### config.mk
export PLATFORM = sky130hd
export DESIGN_NAME = seg_scan_driver_flat
export DESIGN_NICKNAME = d
export VERILOG_FILES = /design/src/rtl/seg_pkg.sv /design/src/rtl/seg_scan_driver_if.sv /design/src/rtl/bcd_to_seg.sv /design/src/rtl/seg_scan_driver.sv /design/src/flat_wrapper.sv
export SDC_FILE = /design/constraint.sdc
export NUM_CORES = 1
export LEC_CHECK = 0
export CAP_MARGIN = 20
export CORE_MARGIN = 1
export CORE_UTILIZATION = 50
export DETAILED_ROUTE_END_ITERATION = 16
export GPL_ROUTABILITY_DRIVEN = 0
export GPL_TIMING_DRIVEN = 0
export PLACE_DENSITY_LB_ADDON = 0.12
export SLEW_MARGIN = 20
export SYNTH_ARGS = -nofsm -noshare
export SYNTH_HDL_FRONTEND = slang
export SYNTH_SLANG_ARGS = --single-unit
### constraint.sdc
create_clock -name clk_core -period 2.8 [get_ports clk_core]
set_input_delay 0.7 -clock clk_core [delete_from_list [all_inputs] [get_ports clk_core]]
set_output_delay 0.7 -clock clk_core [all_outputs]
set_load 0.03 [all_outputs]
### src/rtl/seg_pkg.sv
// Shared constants and types for the seven-segment scan driver.
package seg_pkg;

  localparam int NUM_DIGITS = 6;

  // Active-low segment patterns: {dp, g, f, e, d, c, b, a}.
  localparam logic [7:0] SEG_OFF  = 8'hFF;
  localparam logic [7:0] SEG_DASH = 8'hBF;

  // Slots whose decimal point is lit (seconds ones, minutes ones).
  localparam logic [NUM_DIGITS-1:0] DP_SLOT_MASK = 6'b010100;

  // Digit slot order, rightmost digit first.
  typedef enum logic [2:0] {
    MS_ONES  = 3'd0,
    MS_TENS  = 3'd1,
    SEC_ONES = 3'd2,
    SEC_TENS = 3'd3,
    MIN_ONES = 3'd4,
    MIN_TENS = 3'd5
  } slot_e;

  // Next slot in scan order, wrapping from the leftmost back to the rightmost digit.
  function automatic logic [2:0] next_slot(input logic [2:0] d);
    return (d == 3'(MIN_TENS)) ? 3'(MS_ONES) : d + 3'd1;
  endfunction

endpackage

### src/rtl/seg_scan_driver_if.sv
// Display-side bundle: BCD time values in, multiplexed segment/anode drive out.
interface seg_scan_driver_if;
  import seg_pkg::*;

  logic [7:0]            min_i;
  logic [7:0]            sec_i;
  logic [7:0]            ms_10_i;
  logic [NUM_DIGITS-1:0] an_o;
  logic [7:0]            seg_o;

  // Producer of the time values; observes the display drive.
  modport master (
    output min_i, sec_i, ms_10_i,
    input  an_o, seg_o
  );

  // The scan driver itself.
  modport slave (
    input  min_i, sec_i, ms_10_i,
    output an_o, seg_o
  );

endinterface

### src/rtl/bcd_to_seg.sv
// Combinational BCD digit to active-low seven-segment glyph (g..a).
// Non-decimal nibbles show a dash so a bad count is visible, not hidden.
module bcd_to_seg
  import seg_pkg::*;
(
  input  logic [3:0] bcd,
  output logic [6:0] seg
);

  // Glyph lookup; anything above 9 falls through to the dash.
  always_comb begin
    seg = SEG_DASH[6:0];
    case (bcd)
      4'd0:    seg = 7'b1000000;
      4'd1:    seg = 7'b1111001;
      4'd2:    seg = 7'b0100100;
      4'd3:    seg = 7'b0110000;
      4'd4:    seg = 7'b0011001;
      4'd5:    seg = 7'b0010010;
      4'd6:    seg = 7'b0000010;
      4'd7:    seg = 7'b1111000;
      4'd8:    seg = 7'b0000000;
      4'd9:    seg = 7'b0010000;
      default: seg = SEG_DASH[6:0];
    endcase
  end

endmodule

### src/rtl/seg_scan_driver.sv
// Six-digit time-multiplexed common-anode display driver.
// A snapshot of min/sec/10ms is taken once per frame so each frame is coherent;
// anodes are blanked for the first BLANK_CYC cycles of each slot to avoid ghosting.
module seg_scan_driver
  import seg_pkg::*;
#(
  parameter int SCAN_DIV  = 50000,
  parameter int BLANK_CYC = 500,
  parameter int BLANK_LZ  = 1
) (
  input  logic             clk_core,
  input  logic             rst,
  seg_scan_driver_if.slave bus
);

  localparam int             PW     = (SCAN_DIV > 1) ? $clog2(SCAN_DIV) : 1;
  localparam logic [PW-1:0]  P_LAST = PW'(SCAN_DIV - 1);

  logic [PW-1:0]           p_reg, p_next;
  logic [2:0]              d_reg, d_next;
  logic [23:0]             snap_reg, snap_next;
  logic [NUM_DIGITS-1:0]   an_reg, an_next;
  logic [7:0]              seg_reg, seg_next;

  logic                    slot_end;
  logic                    frame_end;
  logic                    blank;
  logic                    dp_on;
  logic [NUM_DIGITS-1:0]   slot_hit;
  logic [3:0]              cur_nib;
  logic [6:0]              glyph;

  assign slot_end  = (p_reg == P_LAST);
  assign frame_end = slot_end && (d_reg == 3'(MIN_TENS));

  // One-hot of the slot currently being scanned.
  for (genvar gi = 0; gi < NUM_DIGITS; gi++) begin : g_slot_hit
    assign slot_hit[gi] = (d_reg == 3'(gi));
  end

  // With no blank window the comparison would be constant, so leave it out entirely.
  if (BLANK_CYC == 0) begin : g_no_blank
    assign blank = 1'b0;
  end else begin : g_blank
    assign blank = (p_reg < PW'(BLANK_CYC));
  end

  assign dp_on = |(slot_hit & DP_SLOT_MASK);

  // Prescaler, digit index and frame snapshot advance.
  always_comb begin
    p_next    = slot_end ? '0 : p_reg + PW'(1);
    d_next    = slot_end ? next_slot(d_reg) : d_reg;
    snap_next = frame_end ? {bus.min_i, bus.sec_i, bus.ms_10_i} : snap_reg;
  end

  // Select the snapshot nibble for the current slot; snapshot nibble i maps to slot i.
  always_comb begin
    cur_nib = snap_reg[3:0];
    for (int i = 0; i < NUM_DIGITS; i++) begin
      if (d_reg == 3'(i)) cur_nib = snap_reg[i*4 +: 4];
    end
  end

  bcd_to_seg u_dec (
    .bcd (cur_nib),
    .seg (glyph)
  );

  // Output pattern for the current slot: glyph plus dp, leading-zero blank, anode select.
  always_comb begin
    seg_next = {~dp_on, glyph};
    if ((BLANK_LZ != 0) && (d_reg == 3'(MIN_TENS)) && (cur_nib == 4'd0)) begin
      seg_next = SEG_OFF;
    end
    an_next = blank ? '1 : ~slot_hit;
  end

  // Scan state: prescaler, digit index and coherent value snapshot.
  always_ff @(posedge clk_core or negedge rst) begin
    if (!rst) begin
      p_reg    <= '0;
      d_reg    <= 3'(MS_ONES);
      snap_reg <= '0;
    end else begin
      p_reg    <= p_next;
      d_reg    <= d_next;
      snap_reg <= snap_next;
    end
  end

  // Registered display drive, one cycle behind the scan state.
  always_ff @(posedge clk_core or negedge rst) begin
    if (!rst) begin
      an_reg  <= '1;
      seg_reg <= SEG_OFF;
    end else begin
      an_reg  <= an_next;
      seg_reg <= seg_next;
    end
  end

  assign bus.an_o  = an_reg;
  assign bus.seg_o = seg_reg;

endmodule

### src/flat_wrapper.sv
// flat-port wrapper written by rule: the top's interface ports become plain ports
module seg_scan_driver_flat import seg_pkg::*;
#(
  parameter int SCAN_DIV  = 50000,
  parameter int BLANK_CYC = 500,
  parameter int BLANK_LZ  = 1
)
  (clk_core, rst, bus_min_i, bus_sec_i, bus_ms_10_i, bus_an_o, bus_seg_o);
  seg_scan_driver_if bus_i ();
  input  logic clk_core;
  input  logic rst;
  input wire logic [$bits(bus_i.min_i)-1:0] bus_min_i;
  input wire logic [$bits(bus_i.sec_i)-1:0] bus_sec_i;
  input wire logic [$bits(bus_i.ms_10_i)-1:0] bus_ms_10_i;
  output wire logic [$bits(bus_i.an_o)-1:0] bus_an_o;
  output wire logic [$bits(bus_i.seg_o)-1:0] bus_seg_o;
  assign bus_i.min_i = bus_min_i;
  assign bus_i.sec_i = bus_sec_i;
  assign bus_i.ms_10_i = bus_ms_10_i;
  assign bus_an_o = bus_i.an_o;
  assign bus_seg_o = bus_i.seg_o;
  seg_scan_driver #(.SCAN_DIV(SCAN_DIV), .BLANK_CYC(BLANK_CYC), .BLANK_LZ(BLANK_LZ)) u_core (.clk_core(clk_core), .rst(rst), .bus(bus_i));
endmodule
==> results.sh, run 1 <==
export IMPL_max_slew_margin_pct=54.01
export IMPL_via_per_inst=5.673
export IMPL_grt_use_total_pct=21.85
export IMPL_grt_pass1_wl_um=10380
export IMPL_clockRootBuffer="clkbuf_8"
export IMPL_antenna_cells=0
export IMPL_grt_max_degree=58
export IMPL_initial_core_util_pct=53.24
export IMPL_grt_antenna_before_repair=0
export IMPL_cts_sinks=57
export IMPL_synth_edf_count=0
export IMPL_cp_required_ns=3.03
export IMPL_synthFlopType="dfrtp_1"
export IMPL_post_route_util_pct=66.12
export IMPL_crit_type="reg2reg"
export IMPL_fin_total_pwr_mw=1.813
export IMPL_mostFrequentLayoutCells="42 x dfrtp_1, 38 x clkdlybuf4s50_1, 25 x nor2_1, 20 x mux2_4, 19 x nand2_1"
export IMPL_setup_violations_final=0
export IMPL_first_pass_iters=4
export IMPL_path_clk_slew_ns=0.07
export IMPL_synth_net_count=302
export IMPL_start_kind="register"
export IMPL_cts_buffers=9
export IMPL_portBuffers=39
export IMPL_clk_path_buf_depth=2
export IMPL_drive_gt1_share_pct=24.15
export IMPL_final_common_cell="dfrtp_1"
export IMPL_dp_cells=379
export IMPL_fin_cells=395
export IMPL_clock_latency_ns=0.33
export IMPL_ys_ff_latch=57
export IMPL_synth_top_area_share_pct=35.61
export IMPL_netlist_instances=268
export IMPL_fmax_ghz=0.3800
export IMPL_antenna_left=0
export IMPL_crit_fanout=19
export IMPL_h_tree_depth=3
export IMPL_synth_area_um2=3022
export IMPL_place_ws_ns=-0.2388
export IMPL_dr_total_vias=2241
export IMPL_hold_buffers=0
export IMPL_routed_wl_um=6282
export IMPL_irDropWorstVdd_uv=315.6
export IMPL_timing_final_hold_violations=0
export IMPL_fin_skew_ns=0.007943
export IMPL_tritoncts="done"
export IMPL_nets=352
export IMPL_drc=0
export IMPL_io_pins=40
export IMPL_tightest_slew_ns=0.6898
export IMPL_cellPowerDensity_nw_per_um2=483.1
export IMPL_grt_pass1_vias=2121
export IMPL_synthTopCellsByArea="dfrtp_1 36%, dfstp_2 12%, mux2_4 9.9%"
export IMPL_placed_area_um2=3500
export IMPL_layout_min_cycle_time_ns=2.632
export IMPL_die_height_um=79.74
export IMPL_rsz0062_at_grt="false"
export IMPL_p_leak_nw=1.609
export IMPL_gr_total_overflow=0
export IMPL_rows=27
export IMPL_post_route_period_util_pct=93.99
export IMPL_ys_async_sr_fraction_pct=100.0
export IMPL_fin_area_um2=3752
export IMPL_wire_per_inst_um=15.90
export IMPL_die_w_um=79.74
export IMPL_cp_data_arrival_time_ns=2.86
export IMPL_drv_slew=0
export IMPL_areaGrowthSynthToFinish_pct=24.18
export IMPL_synth_top_area_cell="dfrtp_1"
export IMPL_ys_seq_area_share_pct=47.78
export IMPL_max_cap_violations=0
export IMPL_dp_hpwl_um=4394
export IMPL_synth_avg_cell_area_um2=11.27
export IMPL_hold_class="in2async"
export IMPL_largest_register_ffs=24
export IMPL_status="completed"
export IMPL_fp_dieArea_um2=6358
export IMPL_fin_ws_ns=0.1683
export IMPL_yosysUniqueCellTypes=55
export IMPL_yosysWarnings=0
export IMPL_end_kind="register"
export IMPL_drt_iter0_markers=203
export IMPL_coreArea_um2=5675
cell type report:
cell class                      count  area, um2
Buffer                             10      63.81
Timing Repair Buffer               40      395.4
Clock buffer                        9      123.9
Multi-Input combinational cell    192       1525
Sequential cell                    57       1445
Clock inverter                      7      78.83
Fill cell                         443       1923
Inverter                            8      30.03
Tap cell                           72      90.09
worst max-delay path: stages (launching register included):
cell      delay [ns]
dfrtp_1         0.37
buf_4           0.19
buf_4           0.18
and2_1          0.18
ha_4            0.19
nand2_1         0.10
o21ai_0         0.10
o211a_1         0.28
inv_1           0.14
ha_2            0.24
nand2_1         0.11
and3_1          0.20
a211oi_1        0.24
routing by layer:
layer / track usage (%) / wire length [um]
met3: 3.886 / 322
met4: 10.18 / 153
met5: 0 / 0
met2: 32.31 / 2841
met1: 31.10 / 2966
path summary, 6_finish.rpt:
check | slack [ns] | from | depth (start not counted) | endpoint
worst max register to register | 0.17 | u_core.d_reg[0] | 12 | u_core.bus.seg_o[4]
worst max-delay path | 0.17 | u_core.d_reg[0] | 12 | u_core.bus.seg_o[4]
worst min register to register | 0.50 | u_core.p_reg[10] | 1 | u_core.p_reg[10]
min in group clk_core | 0.50 | u_core.p_reg[10] | 1 | u_core.p_reg[10]
worst min-delay path | 0.40 | rst | 1 | u_core.snap_reg[23]
max in group asynchronous | 1.89 | rst | 1 | u_core.d_reg[1]
metrics by stage:
step / hold slack, ns / setup TNS (ns)
after floorplan: 0.4044 / 0
after global placement: 0.4859 / -30.15
after detailed placement: 0.4867 / -0.4931
after CTS: 0.4360 / 0
after global routing: 0.4568 / 0
final: 0.3982 / 0
report_power, final:
part / total [mW] / switching [mW] / internal (mW)
sequential: 0.873 / 0.0172 / 0.856
clock: 0.780 / 0.362 / 0.418
combinational: 0.160 / 0.0727 / 0.0868
logic make-up after synthesis:
kind of cell    after synthesis  synth area share (%)
compound gates               38                 10.52
buf+inv                      19                 3.106
flops                        57                 47.78
fa+ha+maj                     8                 3.313
mux                          25                 11.80
simple gates                106                 19.13
xor+xnor                     15                 4.348
cells in the mapped netlist (2+ instances only):
| master | number |
|---|---|
| inv_1 | 8 |
| dfstp_2 | 14 |
| nor3_1 | 8 |
| mux2_4 | 20 |
| buf_6 | 2 |
| a221o_1 | 2 |
| clkbuf_1 | 5 |
| and2_1 | 7 |
| nor2_1 | 25 |
| and3_1 | 3 |
| nor3b_1 | 2 |
| nand4_1 | 3 |
| ha_1 | 8 |
| a311oi_1 | 2 |
| o21ai_0 | 5 |
| nor2b_1 | 7 |
| nand3_1 | 9 |
| o311a_1 | 2 |
| mux2_2 | 5 |
| nand2_1 | 19 |
| nand2b_1 | 9 |
| buf_2 | 3 |
| a2111oi_0 | 3 |
| nor4_1 | 4 |
| o21a_1 | 2 |
| dfrtp_1 | 43 |
| xor2_1 | 7 |
| a211oi_1 | 7 |
| xnor2_1 | 8 |
what timing repair did:
| item | 4_1_cts | 5_1_grt |
|---|---|---|
| gates cloned | 0 | 0 |
| buffers inserted | 1 | 0 |
| pin swaps | 2 | 1 |
| hold endpoints to repair | 0 | 0 |
| endpoints found under the setup margin | 6 | 7 |
| resized for setup | 5 | 10 |
No activity file was read; power rests on OpenSTA's default activity.
==> run 2, diff against run 1 <==
--- a/config.mk
+++ b/config.mk
@@ -16,3 +16,4 @@
 export SYNTH_ARGS = -nofsm -noshare
 export SYNTH_HDL_FRONTEND = slang
 export SYNTH_SLANG_ARGS = --single-unit
+export TNS_END_PERCENT = 5
==> results of run 2 <==
No change in the layout: final DEF, timing and power equal those of run 1.
==> run 3, diff against run 2 <==
==> constraint.sdc (replaced) <==
create_clock -name clk_core -period 2.3 [get_ports clk_core]
set_input_delay 0.575 -clock clk_core [delete_from_list [all_inputs] [get_ports clk_core]]
set_output_delay 0.575 -clock clk_core [all_outputs]
set_load 0.03 [all_outputs]
==> results.sh, run 3 (same netlist as run 1, synthesis figures left out) <==
export IMPL_cp_data_arrival_time_ns=2.60
export IMPL_drive_gt1_share_pct=32.54
export IMPL_gr_total_overflow=0
export IMPL_first_pass_iters=5
export IMPL_fmax_ghz=0.4222
export IMPL_grt_antenna_before_repair=0
export IMPL_grt_pass1_vias=2219
export IMPL_cts_sinks=57
export IMPL_antenna_cells=0
export IMPL_grt_use_total_pct=23.29
export IMPL_path_clk_slew_ns=0.07
export IMPL_fin_skew_ns=0.009997
export IMPL_tightest_slew_ns=0.6753
export IMPL_drc=0
export IMPL_final_common_cell="dfrtp_1"
export IMPL_initial_core_util_pct=53.24
export IMPL_dp_hpwl_um=4486
export IMPL_antenna_left=0
export IMPL_grt_pass1_wl_um=10950
export IMPL_cellPowerDensity_nw_per_um2=544.2
export IMPL_nets=364
export IMPL_fin_ws_ns=-0.06879
export IMPL_timing_rr_start="u_core.d_reg[0]"
export IMPL_end_kind="register"
export IMPL_h_tree_depth=3
export IMPL_via_per_inst=5.609
export IMPL_portBuffers=39
export IMPL_rsz0062_at_grt="true"
export IMPL_setup_violations_final=3
export IMPL_drv_slew=0
export IMPL_io_pins=40
export IMPL_max_cap_violations=0
export IMPL_status="finished, violations left"
export IMPL_clockRootBuffer="clkbuf_8"
export IMPL_r2r_end="u_core.bus.seg_o[5]"
export IMPL_die_height_um=79.74
export IMPL_mostFrequentLayoutCells="42 x dfrtp_1, 38 x clkdlybuf4s50_1, 25 x nor2_1, 20 x mux2_4, 17 x nand2_1"
export IMPL_dr_total_vias=2283
export IMPL_irDropWorstVdd_uv=357.0
export IMPL_clk_path_buf_depth=2
export IMPL_drt_iter0_markers=137
export IMPL_fp_dieArea_um2=6358
export IMPL_tritoncts="done"
export IMPL_cts_buffers=9
export IMPL_layout_min_cycle_time_ns=2.369
export IMPL_fin_total_pwr_mw=2.173
export IMPL_p_leak_nw=1.725
export IMPL_rows=27
export IMPL_max_slew_margin_pct=54.98
export IMPL_reg2regPathDepth=11
export IMPL_routed_wl_um=6508
export IMPL_grt_max_degree=58
export IMPL_clock_latency_ns=0.33
export IMPL_largest_register_ffs=24
export IMPL_areaGrowthSynthToFinish_pct=32.13
export IMPL_violations="setup timing"
export IMPL_crit_fanout=8
export IMPL_die_w_um=79.74
export IMPL_timing_final_hold_violations=0
export IMPL_crit_type="reg2reg"
export IMPL_place_ws_ns=-0.4667
export IMPL_cp_required_ns=2.53
export IMPL_wire_per_inst_um=15.99
export IMPL_start_kind="register"
export IMPL_post_route_period_util_pct=103.0
export IMPL_worst_r2r_setup_slack_ns=-0.07
export IMPL_hold_class="in2async"
export IMPL_coreArea_um2=5675
-- run 3: cell count changes in the layout (fill, tap and decap cells not counted), moves of 3 or more --
cell,change
buf_4,+10
and2_1,-3
buf_6,+3
and2_4,+3
clkinvlp_4,-3
clkinv_2,+4
inv_1,-3
-- run 3: what timing repair did --
item / 4_1_cts / 5_1_grt
gates resized for setup: 24 / 5
endpoints found under the setup margin: 7 / 28
buffers inserted: 13 / 1
pin swaps: 15 / 5
hold buffers: 0 / 0
gates cloned: 0 / 0
-- run 3: final cells by class --
class	instances	area, um2
clock buffers	10	127.6
plain buffers	9	86.33
well taps	72	90.09
multi-input cells	192	1655
flip-flops and latches	57	1445
inverters	8	32.53
fillers	434	1683
repair buffers	53	496.7
clock inverters	6	58.81
-- run 3: where the power goes --
group	internal (mW)	switching, mW
sequential	1.04	0.0214
combinational	0.118	0.0977
clock	0.494	0.398
-- run 3: critical path, stage by stage (launching register included) --
cell and delay [ns]:
dfrtp_1 0.39, buf_6 0.13, buf_6 0.12, and2_4 0.15, ha_4 0.19, a2111o_1 0.33
and2_4 0.21, ha_4 0.18, nand2_4 0.07, nand3_2 0.09, nor4_4 0.29, nor3_1 0.10
-- run 3: layer usage --
metal | wire length, um | global-route usage, %
met1 | 3358 | 34.55
met2 | 2681 | 32.31
met3 | 341 | 4.800
met4 | 127 | 10.89
met5 | 0 | 0
-- run 3: worst max path at each step --
stage                                from             endpoint  slack (ns)  cells after the start
final                     u_core.d_reg[0]  u_core.bus.seg_o[5]       -0.07                     11
after detailed placement  u_core.d_reg[1]  u_core.bus.seg_o[3]       -0.47                     11
after CTS                 u_core.d_reg[0]  u_core.bus.seg_o[0]       -0.03                     12
after global routing      u_core.d_reg[0]  u_core.bus.seg_o[0]       -0.15                     12
after global placement                rst     u_core.p_reg[12]       -1.11                      1
after floorplan           u_core.d_reg[0]  u_core.bus.seg_o[0]       -0.05                     13
-- run 3: per-stage QoR --
| step | instances | TNS (ns) | hold slack [ns] | instance area [um2] | util, % |
|---|---|---|---|---|---|
| 2_1_floorplan | 268 | -0.1046 | 0.2794 | 3114 | - |
| 3_3_place_gp | 379 | -56.78 | 0.4840 | 3595 | 63.34 |
| 3_5_place_dp | 379 | -2.817 | 0.4948 | 3592 | 63.29 |
| 4_1_cts | 406 | -0.02791 | 0.3051 | 3966 | 69.89 |
| 5_1_grt | 407 | -0.6747 | 0.3370 | 3993 | 70.35 |
| 6_report | 407 | -0.1251 | 0.2779 | 3993 | 70.35 |
